--- src/rtl/dcm_prog_ctrl_pkg.sv ---
// Shared types and constants for the dcm programming sequencer.
package dcm_prog_ctrl_pkg;

  // Width of the dcm clock-select setting.
  localparam int PROG_W = 3;

  typedef enum logic [2:0] {
    ST_IDLE  = 3'd0,
    ST_ARM   = 3'd1,
    ST_PULSE = 3'd2,
    ST_WAIT  = 3'd3,
    ST_DONE  = 3'd4,
    ST_ERR   = 3'd5
  } state_t;

  // Counter width able to hold 0..n-1, never narrower than one bit.
  function automatic int cnt_w(input int n);
    return (n > 1) ? $clog2(n) : 1;
  endfunction

endpackage

--- src/rtl/dcm_prog_ctrl_edge_detector.sv ---
// Rising-edge detector for a level input already synchronous to clk.
// The pulse appears the cycle after the level is first seen high.
module edge_detector (
  input  logic clk_i,
  input  logic rst_i,
  input  logic lvl_i,
  output logic rise_o
);

  logic prev_q;
  logic rise_q;

  // Remember the previous level and register the 0->1 detection.
  always_ff @(posedge clk_i or posedge rst_i) begin
    if (rst_i) begin
      prev_q <= 1'b0;
      rise_q <= 1'b0;
    end else begin
      prev_q <= lvl_i;
      rise_q <= lvl_i & ~prev_q;
    end
  end

  assign rise_o = rise_q;

endmodule

--- src/rtl/dcm_prog_ctrl.sv ---
// Button-driven sequencer that programs the dcm slow clock setting:
// select with up/down, apply to run setup/update/confirm with retries.
module dcm_prog_ctrl
  import dcm_prog_ctrl_pkg::*;
#(
  parameter int SETUP_CYC   = 4,
  parameter int UPD_CYC     = 2,
  parameter int TIMEOUT_CYC = 1024,
  parameter int MAX_RETRY   = 2
) (
  input  logic              clk,
  input  logic              rst_n,
  input  logic              btn_up,
  input  logic              btn_down,
  input  logic              btn_apply,
  input  logic [PROG_W-1:0] prog_out,
  output logic [PROG_W-1:0] prog_in,
  output logic              update,
  output logic [PROG_W-1:0] sel,
  output logic              busy,
  output logic              done,
  output logic              err
);

  localparam int SW = cnt_w(SETUP_CYC);
  localparam int UW = cnt_w(UPD_CYC);
  localparam int TW = cnt_w(TIMEOUT_CYC);
  localparam int RW = cnt_w(MAX_RETRY + 1);

  localparam logic [SW-1:0] SETUP_LAST = SW'(SETUP_CYC - 1);
  localparam logic [UW-1:0] UPD_LAST   = UW'(UPD_CYC - 1);
  localparam logic [TW-1:0] TO_LAST    = TW'(TIMEOUT_CYC - 1);
  localparam logic [RW-1:0] RETRY_MAX  = RW'(MAX_RETRY);

  logic up_rise, down_rise, apply_rise;
  logic ed_rst;

  state_t              state_q,     state_d;
  logic [PROG_W-1:0]   sel_q,       sel_d;
  logic [PROG_W-1:0]   target_q,    target_d;
  logic [PROG_W-1:0]   prog_in_q,   prog_in_d;
  logic                update_q,    update_d;
  logic                busy_q,      busy_d;
  logic                done_q,      done_d;
  logic                err_q,       err_d;
  logic [SW-1:0]       setup_cnt_q, setup_cnt_d;
  logic [UW-1:0]       upd_cnt_q,   upd_cnt_d;
  logic [TW-1:0]       to_cnt_q,    to_cnt_d;
  logic [RW-1:0]       retry_q,     retry_d;

  assign ed_rst = ~rst_n;

  edge_detector u_ed_up (
    .clk_i  (clk),
    .rst_i  (ed_rst),
    .lvl_i  (btn_up),
    .rise_o (up_rise)
  );

  edge_detector u_ed_down (
    .clk_i  (clk),
    .rst_i  (ed_rst),
    .lvl_i  (btn_down),
    .rise_o (down_rise)
  );

  edge_detector u_ed_apply (
    .clk_i  (clk),
    .rst_i  (ed_rst),
    .lvl_i  (btn_apply),
    .rise_o (apply_rise)
  );

  // State, datapath and registered outputs; reset clears everything at once.
  always_ff @(posedge clk or negedge rst_n) begin
    if (!rst_n) begin
      state_q     <= ST_IDLE;
      sel_q       <= '0;
      target_q    <= '0;
      prog_in_q   <= '0;
      update_q    <= 1'b0;
      busy_q      <= 1'b0;
      done_q      <= 1'b0;
      err_q       <= 1'b0;
      setup_cnt_q <= '0;
      upd_cnt_q   <= '0;
      to_cnt_q    <= '0;
      retry_q     <= '0;
    end else begin
      state_q     <= state_d;
      sel_q       <= sel_d;
      target_q    <= target_d;
      prog_in_q   <= prog_in_d;
      update_q    <= update_d;
      busy_q      <= busy_d;
      done_q      <= done_d;
      err_q       <= err_d;
      setup_cnt_q <= setup_cnt_d;
      upd_cnt_q   <= upd_cnt_d;
      to_cnt_q    <= to_cnt_d;
      retry_q     <= retry_d;
    end
  end

  // Next-state logic; update/done are computed one cycle early so they leave registered.
  always_comb begin
    state_d     = state_q;
    sel_d       = sel_q;
    target_d    = target_q;
    prog_in_d   = prog_in_q;
    update_d    = update_q;
    busy_d      = busy_q;
    done_d      = 1'b0;
    err_d       = err_q;
    setup_cnt_d = setup_cnt_q;
    upd_cnt_d   = upd_cnt_q;
    to_cnt_d    = to_cnt_q;
    retry_d     = retry_q;

    // Selection stepping runs independently of the transaction; simultaneous presses cancel.
    if (up_rise && !down_rise) begin
      sel_d = sel_q + 1'b1;
    end else if (down_rise && !up_rise) begin
      sel_d = sel_q - 1'b1;
    end

    case (state_q)
      ST_IDLE: begin
        if (apply_rise) begin
          target_d    = sel_q;
          prog_in_d   = sel_q;
          retry_d     = '0;
          err_d       = 1'b0;
          busy_d      = 1'b1;
          setup_cnt_d = '0;
          state_d     = ST_ARM;
        end
      end

      ST_ARM: begin
        if (setup_cnt_q == SETUP_LAST) begin
          upd_cnt_d = '0;
          update_d  = 1'b1;
          state_d   = ST_PULSE;
        end else begin
          setup_cnt_d = setup_cnt_q + 1'b1;
        end
      end

      ST_PULSE: begin
        if (upd_cnt_q == UPD_LAST) begin
          update_d = 1'b0;
          to_cnt_d = '0;
          state_d  = ST_WAIT;
        end else begin
          upd_cnt_d = upd_cnt_q + 1'b1;
        end
      end

      ST_WAIT: begin
        // A match wins even on the cycle the timeout would fire.
        if (prog_out == target_q) begin
          done_d  = 1'b1;
          state_d = ST_DONE;
        end else if (to_cnt_q == TO_LAST) begin
          if (retry_q < RETRY_MAX) begin
            retry_d   = retry_q + 1'b1;
            upd_cnt_d = '0;
            update_d  = 1'b1;
            state_d   = ST_PULSE;
          end else begin
            state_d = ST_ERR;
          end
        end else begin
          to_cnt_d = to_cnt_q + 1'b1;
        end
      end

      ST_DONE: begin
        busy_d  = 1'b0;
        state_d = ST_IDLE;
      end

      ST_ERR: begin
        err_d   = 1'b1;
        busy_d  = 1'b0;
        state_d = ST_IDLE;
      end

      default: begin
        update_d = 1'b0;
        busy_d   = 1'b0;
        state_d  = ST_IDLE;
      end
    endcase
  end

  assign prog_in = prog_in_q;
  assign update  = update_q;
  assign sel     = sel_q;
  assign busy    = busy_q;
  assign done    = done_q;
  assign err     = err_q;

endmodule

--- config.mk ---
export PLATFORM = sky130hd
export DESIGN_NAME = dcm_prog_ctrl
export DESIGN_NICKNAME = d
export VERILOG_FILES = /design/src/rtl/dcm_prog_ctrl_pkg.sv /design/src/rtl/dcm_prog_ctrl_edge_detector.sv /design/src/rtl/dcm_prog_ctrl.sv
export SDC_FILE = /design/constraint.sdc
export NUM_CORES = 1
export LEC_CHECK = 0
export BUFFER_PORTS_ARGS = -buffer_cell sky130_fd_sc_hd__buf_4
export CORE_MARGIN = 5
export CORE_UTILIZATION = 35
export CTS_CLUSTER_DIAMETER = 50
export DETAILED_ROUTE_END_ITERATION = 16
export GPL_TIMING_DRIVEN = 0
export PLACE_DENSITY = 0.49
export SYNTH_ARGS = -nofsm -noshare
export SYNTH_HDL_FRONTEND = slang
export SYNTH_SLANG_ARGS = --single-unit
--- constraint.sdc ---
create_clock -name clk -period 4.77 [get_ports clk]
set_input_delay 1.431 -clock clk [delete_from_list [all_inputs] [get_ports clk]]
set_output_delay 1.431 -clock clk [all_outputs]
set_load 0.005 [all_outputs]
==> impl_metrics.env <==
export IMPL_rsz_0062_raised_after_global_routing="no"
export IMPL_placed_area_um2=1860
export IMPL_routed_via_density=5.23
export IMPL_die_width_um=78.9
export IMPL_finalSetupViolCount=0
export IMPL_clk_pin_slew_worst_paths_ns=0.07
export IMPL_drc=0
export IMPL_cts_setup_buffers=0
export IMPL_port_buffer_count=17
export IMPL_dominantRegCellSynth="dfrtp_1"
export IMPL_core_area_um2=4660
export IMPL_ys_warn_count=0
export IMPL_clk_insertion_delay_late_ns=0.28
export IMPL_maxClockFrequency_ghz=0.350
export IMPL_final_area_um2=1950
export IMPL_synth_distinct_cells=42
export IMPL_timing_max_slew_rel_slack_pct=52.0
export IMPL_postSynthNetCount=172
export IMPL_finalClockSkew_ns=0.00442
export IMPL_syn2layout_area_growth_pct=17.2
export IMPL_cts_tree="done"
export IMPL_ctsHoldBuffers=0
export IMPL_synth_edff_count=0
export IMPL_max_slew_worst_pin_slew_ns=0.710
export IMPL_routedWlPerCell_um=13.9
export IMPL_hold_class="reg2reg"
export IMPL_dieArea_um2=6230
export IMPL_result_of_the_run="finished, final reports clean"
export IMPL_first_global_vias=1251
export IMPL_globalRoute_totalOverflow=0
export IMPL_timing_critical_path_required_ns=4.94
export IMPL_syn_instance_count=160
export IMPL_totalPowerFinal_uw=1120
export IMPL_cts_max_level=2
export IMPL_synth_yosys_seq_area_share_pct=51.2
export IMPL_dp_hpwl_mm=2.43
export IMPL_route_antenna_remaining_nets=0
export IMPL_synth_seq_cells=34
export IMPL_worstSetupPathType="in2reg"
export IMPL_reg2reg_depth=4
export IMPL_finish_utilization_pct=41.8
export IMPL_final_nets=196
export IMPL_rrSetupSlack_ns=2.68
export IMPL_synth_top_area_share_pct=51.2
export IMPL_post_cts_resize_count=0
export IMPL_slew_viol_final=0
export IMPL_timing_hold_worst_start="u_ed_apply.prev_q"
export IMPL_drv_max_cap_violation_count=0
export IMPL_start_util_pct=35.7
export IMPL_setup_worst_path_end_class="register"
export IMPL_grt_pass1_wl_mm=6.04
export IMPL_library_cell_used_as_clock_root_buffer="clkbuf_8"
export IMPL_chipHeight_um=78.9
export IMPL_antenna_diode_count=0
export IMPL_reg2reg_to="to_cnt_q[9]"
export IMPL_synth_area_leaders="dfrtp_1 51%, nand2_1 4.5%, mux2i_1 3.0%, a21oi_1 2.7%, ha_1 2.3%"
export IMPL_whs_path_depth=1
export IMPL_dr_total_vias=1251
export IMPL_synth_top_cells_by_count="34 x dfrtp_1, 20 x nand2_1, 10 x nor2_1, 9 x a21oi_1"
export IMPL_num_rows=25
export IMPL_numCtsBuffers=5
export IMPL_drt_pre_antenna_iters=4
export IMPL_postSynthAreaPerCell_um2=10.4
export IMPL_cp_arrival_ns=3.03
export IMPL_min_delay_worst_endpoint="u_ed_apply.rise_o"
export IMPL_synthMostInstantiatedCell="dfrtp_1"
export IMPL_power_density_cell_area_nw_per_um2=572
export IMPL_post_synth_top_area_cell="dfrtp_1"
export IMPL_crit_fanout=7
export IMPL_critical_path_reg2reg_startpoint="state_q[2]"
export IMPL_p_leak_uw=0.000896
export IMPL_routabilityCongestion=0.763
export IMPL_dr_first_iter_drc_count=48
export IMPL_final_min_clock_period_ns=2.86
export IMPL_maximum_buffer_depth_of_the_clock_tree=2
export IMPL_ir_drop_v=0.000210
export IMPL_io_pins=18
export IMPL_finalSetupTns_ns=0
export IMPL_synth_area_um2=1660
export IMPL_route_final_wire_length_mm=3.33
export IMPL_antenna_found_initial=0
export IMPL_hold_viol_final=0
export IMPL_gr_usage_all_layers_pct=12.3
export IMPL_final_period_utilization_pct=59.9
export IMPL_layout_drive_gt1_share_pct=16.8
export IMPL_grt_max_degree=35
export IMPL_critical_path_startpoint_type="input port"
export IMPL_cts_sinks=34
export IMPL_ys_async_sr_fraction_pct=100
-- worst max-delay path, cell delays in order --
cell and delay [ns]:
buf_4 0.11, xnor2_1 0.18, a31oi_1 0.58, a21boi_0 0.36, a211o_1 0.36
-- state kept, by name (all words and copies together) (netlist names) --
register,cells
busy,1
done,1
err,1
prog_in,3
retry_q,2
sel,3
setup_cnt_q,2
state_q,3
to_cnt_q,10
u_ed_apply.prev_q,1
u_ed_apply.rise_o,1
u_ed_down.prev_q,1
u_ed_down.rise_o,1
u_ed_up.prev_q,1
u_ed_up.rise_o,1
upd_cnt_q,1
update,1
-- placed cells by master, fill, tap and decap left out, types with 3 or more instances in the layout --
cell      synthesis  final
inv_1             6      6
a31oi_1           4      4
mux2i_1           5      5
dfrtp_1          34     34
nand2_1          20     20
xnor2_1           4      4
o21ai_0           6      6
buf_4             0     17
nor2_1           10     10
clkbuf_1          4      5
a311oi_1          3      3
nor3_1            3      3
a22o_1            3      3
a21oi_1           9      9
nand3_1           6      6
clkbuf_8          0      6
ha_1              3      3
nor2b_1           4      4
-- per-stage QoR --
step / hold WS [ns] / cells / setup WS (ns)
finish: 0.397 / 239 / 1.91
global route: 0.419 / 239 / 1.79
CTS: 0.404 / 239 / 1.87
detailed placement: 0.395 / 231 / 1.58
global placement: 0.387 / 231 / 1.65
floorplan: 0.378 / 160 / 2.11
-- cell type report --
class | count | area (um^2)
Fill cell | 457 | 2710
Timing Repair Buffer | 17 | 128
Multi-Input combinational cell | 115 | 763
Buffer | 5 | 26.3
Clock buffer | 7 | 86.3
Sequential cell | 34 | 851
Tap cell | 54 | 67.6
Inverter | 6 | 22.5
Clock inverter | 1 | 5.00
-- worst max-delay path by stage --
stage	startpoint	end	depth (start not counted)
finish	prog_out[2]	to_cnt_q[9]	5
global placement	prog_out[2]	to_cnt_q[9]	5
CTS	prog_out[2]	to_cnt_q[9]	5
floorplan	prog_out[2]	to_cnt_q[9]	4
global route	prog_out[2]	to_cnt_q[9]	5
detailed placement	prog_out[2]	to_cnt_q[9]	5
-- where the power goes --
part	switching [uW]	internal (uW)	total [uW]	leakage [uW]
sequential	96.5	378	474	0.000430
combinational	222	200	423	0.000418
clock	102	116	218	0.0000482
total	421	695	1120	0.000896
-- cells by family after synthesis --
group / Yosys count / share of synthesized area [%]
and+or+nand+nor: 59 / 18.7
AOI/OAI and AO/OA: 39 / 16.3
DFF: 34 / 51.2
buffers and inverters: 11 / 2.93
muxes: 7 / 4.36
xor gates and xnor gates: 6 / 3.16
adders and majority gates: 4 / 3.46
-- metal layers --
metal / wire [um] / vias to the layer above / global-route usage, %
met4: 22 / 0 / 3.61
met2: 1630 / 13 / 20.4
met3: 117 / 2 / 4.08
li1: - / 629 / -
met5: 0 / - / 0
met1: 1560 / 607 / 15.2
Note: power is estimated with default switching activity, not from simulation.
